[config.mk]
export PLATFORM = sky130hd
export DESIGN_NAME = level_stack
export DESIGN_NICKNAME = d
export VERILOG_FILES = /design/src/rtl/level_pkg.sv /design/src/rtl/frame_lifo.sv /design/src/rtl/level_stack.sv
export SDC_FILE = /design/constraint.sdc
export NUM_CORES = 1
export LEC_CHECK = 0
export CAP_MARGIN = 5
export CORE_MARGIN = 1
export CORE_UTILIZATION = 26
export DETAILED_ROUTE_END_ITERATION = 10
export PLACE_DENSITY = 0.42
export SETUP_SLACK_MARGIN = 0.3
export SLEW_MARGIN = 20
export SYNTH_ARGS = -nofsm -noshare
export SYNTH_HDL_FRONTEND = slang
export SYNTH_SLANG_ARGS = --single-unit
[constraint.sdc]
create_clock -name clk -period 5 [get_ports clk]
set_input_delay 1 -clock clk [delete_from_list [all_inputs] [get_ports clk]]
set_output_delay 1 -clock clk [all_outputs]
set_load 0.005 [all_outputs]
[src/rtl/level_pkg.sv]
// level_pkg: shared types for the interrupt-level tracker.
// Level, return frame and FSM state definitions.
package level_pkg;

  localparam int DATA_W     = 32;
  localparam int NUM_LEVELS = 8;
  localparam int IDX_W      = $clog2(NUM_LEVELS);

  localparam logic [DATA_W-1:0] VEC_BASE =
    32'h0000_0100;

  typedef logic [IDX_W-1:0] level_t;

  typedef struct packed {
    level_t              prev_level;
    logic [DATA_W-1:0]   ret_pc;
  } frame_t;

  typedef enum logic {
    RUN  = 1'b0,
    LOAD = 1'b1
  } state_t;

endpackage

[src/rtl/frame_lifo.sv]
// frame_lifo: small LIFO of return frames.
// Only the occupancy count is reset; entries are don't-care when empty.
module frame_lifo
  import level_pkg::*;
#(
  parameter int Entries = NUM_LEVELS - 1,
  parameter int DepthW  = $clog2(Entries + 1)
) (
  input  logic              clk,
  input  logic              reset,
  input  logic              push,
  input  logic              pop,
  input  frame_t            push_data,
  output frame_t            top_data,
  output logic [DepthW-1:0] depth,
  output logic              full,
  output logic              empty
);

  frame_t            mem_q [Entries];
  frame_t            mem_d [Entries];
  logic [DepthW-1:0] depth_q;
  logic [DepthW-1:0] depth_d;

  assign depth = depth_q;
  assign empty = (depth_q == '0);
  assign full  = (depth_q == DepthW'(Entries));

  assign top_data =
    empty ? '0 : mem_q[depth_q - DepthW'(1)];

  // Next storage and count; push wins over pop
  always_comb begin
    mem_d   = mem_q;
    depth_d = depth_q;
    if (push && !full) begin
      mem_d[depth_q] = push_data;
      depth_d        = depth_q + DepthW'(1);
    end else if (pop && !empty) begin
      depth_d = depth_q - DepthW'(1);
    end
  end

  // Occupancy register, cleared by reset
  always_ff @(posedge clk) begin
    if (reset) begin
      depth_q <= '0;
    end else begin
      depth_q <= depth_d;
    end
  end

  // Frame storage, never reset
  always_ff @(posedge clk) begin
    mem_q <= mem_d;
  end

endmodule

[src/rtl/level_stack.sv]
// level_stack: current interrupt level, nesting stack and PC redirect.
// Accepts higher-priority requests and restores state on return.
module level_stack
  import level_pkg::*;
#(
  parameter int DataWidth   = DATA_W,
  parameter int NumLevels   = NUM_LEVELS,
  parameter int IndexLevels = $clog2(NumLevels),
  parameter logic [DataWidth-1:0] VecBase = VEC_BASE
) (
  input  logic                   clk,
  input  logic                   reset,
  input  logic                   irqValid,
  input  logic [IndexLevels-1:0] irqLevel,
  output logic                   irqAck,
  input  logic [DataWidth-1:0]   curPc,
  input  logic                   retEn,
  output logic [IndexLevels-1:0] level,
  output logic                   pcLoadEn,
  output logic [DataWidth-1:0]   pcLoadData,
  output logic                   fault
);

  localparam int DepthW = $clog2(NumLevels);

  state_t               state_q;
  state_t               state_d;
  level_t               level_q;
  level_t               level_d;
  logic                 ack_q;
  logic                 ack_d;
  logic                 ld_en_q;
  logic                 ld_en_d;
  logic [DataWidth-1:0] ld_pc_q;
  logic [DataWidth-1:0] ld_pc_d;
  logic                 fault_q;
  logic                 fault_d;

  logic                 push;
  logic                 pop;
  frame_t               push_frame;
  frame_t               top_frame;
  logic [DepthW-1:0]    stk_depth;
  logic                 stk_full;
  logic                 stk_empty;
  logic                 irq_hi;

  frame_lifo #(
    .Entries (NumLevels - 1),
    .DepthW  (DepthW)
  ) u_lifo (
    .clk       (clk),
    .reset     (reset),
    .push      (push),
    .pop       (pop),
    .push_data (push_frame),
    .top_data  (top_frame),
    .depth     (stk_depth),
    .full      (stk_full),
    .empty     (stk_empty)
  );

  assign irq_hi = irqValid && (irqLevel > level_q);

  assign push_frame = '{
    prev_level: level_q,
    ret_pc:     curPc
  };

  // Flags and count from the stack must agree
  always_comb begin
    assert (stk_empty == (stk_depth == '0));
  end

  // Next state: return beats interrupt; LOAD ignores both
  always_comb begin
    state_d = state_q;
    level_d = level_q;
    ack_d   = 1'b0;
    ld_en_d = 1'b0;
    ld_pc_d = ld_pc_q;
    fault_d = fault_q;
    push    = 1'b0;
    pop     = 1'b0;
    unique case (state_q)
      RUN: begin
        if (retEn) begin
          if (!stk_empty) begin
            pop     = 1'b1;
            level_d = top_frame.prev_level;
            ld_pc_d = top_frame.ret_pc;
            ld_en_d = 1'b1;
            state_d = LOAD;
          end else begin
            fault_d = 1'b1;
          end
        end else if (irq_hi && !stk_full) begin
          push    = 1'b1;
          level_d = irqLevel;
          ld_pc_d = VecBase +
                    (DataWidth'(irqLevel) << 2);
          ld_en_d = 1'b1;
          ack_d   = 1'b1;
          state_d = LOAD;
        end
      end
      LOAD: begin
        state_d = RUN;
      end
    endcase
  end

  // State and output registers
  always_ff @(posedge clk) begin
    if (reset) begin
      state_q <= RUN;
      level_q <= '0;
      ack_q   <= 1'b0;
      ld_en_q <= 1'b0;
      ld_pc_q <= '0;
      fault_q <= 1'b0;
    end else begin
      state_q <= state_d;
      level_q <= level_d;
      ack_q   <= ack_d;
      ld_en_q <= ld_en_d;
      ld_pc_q <= ld_pc_d;
      fault_q <= fault_d;
    end
  end

  assign level      = level_q;
  assign irqAck     = ack_q;
  assign pcLoadEn   = ld_en_q;
  assign pcLoadData = ld_pc_q;
  assign fault      = fault_q;

endmodule

==> flow_summary.yaml <==
run_status:
  status: "finished with violations"
  violations: "DRC"
timing:
  final.setup_skew_ns: 0.0106
  max_freq_mhz: 298
  final-hold-violation-count: 0
  fin_hold_ws_ns: 0.477
  setup_ws_ns: 1.64
  rsz0062_at_grt: "false"
  period_share_pct: 67.2
  slew_viol_final: 0
  setup_tns_ns: 0
  period_minus_slack_ns: 3.36
  setup_viol: 0
  tightest_slew_ns: 0.946
  slew_headroom_pct: 36.8
floorplanning:
  die_area_um2: 42700
  row_count: 74
  die_y_um: 207
  coreArea_um2: 41000
  ios: 77
  die_w_um: 207
  initial_utilization_pct: 26.5
setup_path:
  cp_data_required_time_ns: 5.40
  crit_arrival_ns: 3.76
  endpoint_kind: "register"
  critPathLaunchType: "register"
  worstSetupPathType: "reg2reg"
  path_max_fanout: 42
clock_tree:
  htree_levels: 1
  clk_pin_slew_ns: 0.06
  clock-sinks: 286
  cts-resized-gates: 0
  cts_tree: "yes"
  cts-hold-fix-buffers: 0
  cts_setup_buffers: 0
  clk_latency_ns: 0.54
  cts_root_buf: "clkbuf_16"
  cts_made_buffers: 31
  ctsLongestPathBuffers: 3
power:
  leakage_nw: 4.22
  power_mw: 8.22
  peakVddDrop_mv: 0.449
  power_density_nw_per_um2: 616
yosys:
  ys_seq_elements: 286
  netlist-cell-type-count: 39
  synth_top_area_share_pct: 67.6
  yosysTopAreaCell: "edfxtp_1"
  synth_nets: 634
  synth_warnings: 0
  synth_seq_area_share_pct: 75.2
  synth.cell_area_um2: 10900
  synthTopCellsByArea: "edfxtp_1 (68%), dfxtp_1 (7.5%), mux4_2 (7.2%)"
  synthesis.instances: 588
  synth.avg_cell_area_um2: 18.5
finish:
  final_nets: 724
  drive_gt1_share_pct: 21.5
  final_util_pct: 32.5
  layout_commonest_cell: "edfxtp_1"
  syn_to_final_growth_pct: 22.6
  final_cells: 1234
  finalInstanceArea_um2: 13300
  final_cell_mix: "edfxtp_1 (245), clkdlybuf4s50_1 (76), nor2_1 (57)"
run:
  cap_violations: 0
place:
  place_congestion: 0.701
  place_ws_ns: 1.09
  hpwlAfterDp_um: 14500
  numPortBuffers: 76
  place_area_um2: 12400
  post-place-cells: 1177
drt:
  detail_route.vias_per_cell: 4.57
  drt_iter0_markers: 332
  wirelength_um: 25100
  ant_nets: 0
  drc: 14
  firstDrtPassIters: 10
  vias: 5638
  wl_per_cell_um: 20.3
min_path:
  hp-class: "reg2reg"
global_route:
  first_global_vias: 5996
  grt_pass1_wl_um: 37800
  grt_usage_pct: 11.9
  grt-ovfl-total: 0
  antenna_found_initial: 1
  grt_max_degree: 49
==> final cells by class <==
cell class	instances	area, um2
antenna	1	2.50
clock buffer	46	912
clock inverter	10	50.0
fill	3920	27700
inverter	5	18.8
multi-input combinational	260	2600
sequential	286	8180
tap	532	666
timing repair buffer	94	908
==> worst paths after layout <==
path / start / end / slack [ns] / cells past startpoint
worst min register to register: pcLoadData[23] / pcLoadData[23] / 0.48 / 1
worst max-delay path: u_lifo.depth[0] / pcLoadData[8] / 1.64 / 7
worst max register to register: u_lifo.depth[0] / pcLoadData[8] / 1.64 / 7
worst min-delay path: pcLoadData[23] / pcLoadData[23] / 0.48 / 1
==> synth_stat cells (all sizes together) <==
library cell	instances
a211oi	2
o21ai	1
nand2	4
buf	21
and3	1
clkbuf	16
or4b	1
mux4	35
nand3b	1
and2b	2
xnor2	1
a311oi	6
nor2b	6
a22o	28
a221o	7
a221oi	28
ha	7
nor2	58
inv	5
xor2	1
a21oi	2
o21a	1
a211o	1
nor4bb	1
a31oi	1
dfxtp	41
nor3	16
a21boi	1
edfxtp	245
or2	1
nor3b	2
o211ai	6
mux2	35
nand2b	4
==> sequential cells by signal (all words and copies together) (netlist names) <==
signal,flops
fault,1
irqAck,1
level,3
pcLoadData,32
pcLoadEn,1
u_lifo.depth,3
u_lifo.mem_q,245
==> worst max-delay path, cell delays in order (launching register included) <==
cell      delay [ns]
dfxtp_4         0.66
inv_1           0.20
ha_4            0.66
buf_4           0.65
mux2_2          0.41
a221o_1         0.29
o21ai_0         0.19
a211oi_2        0.13
==> power by group <==
group / internal [mW] / switching (mW)
Sequential: 2.87 / 0.205
Combinational: 1.34 / 1.67
Clock: 1.25 / 0.882
==> logic make-up after synthesis <==
| group | synth area share [%] |
|---|---|
| compound gates | 6.88 |
| xor+xnor | 0.161 |
| fa+ha+maj | 0.805 |
| buf+inv | 1.77 |
| flops | 75.2 |
| mux | 10.9 |
| simple gates | 4.33 |
==> per-layer routing <==
layer	GRT usage [%]	vias up	routed length, um
li1	-	2562	-
met1	16.3	2933	11800
met2	19.6	116	11700
met3	2.10	27	1180
met4	2.84	0	390
met5	0	-	0
(Power assumes the default switching activity.)
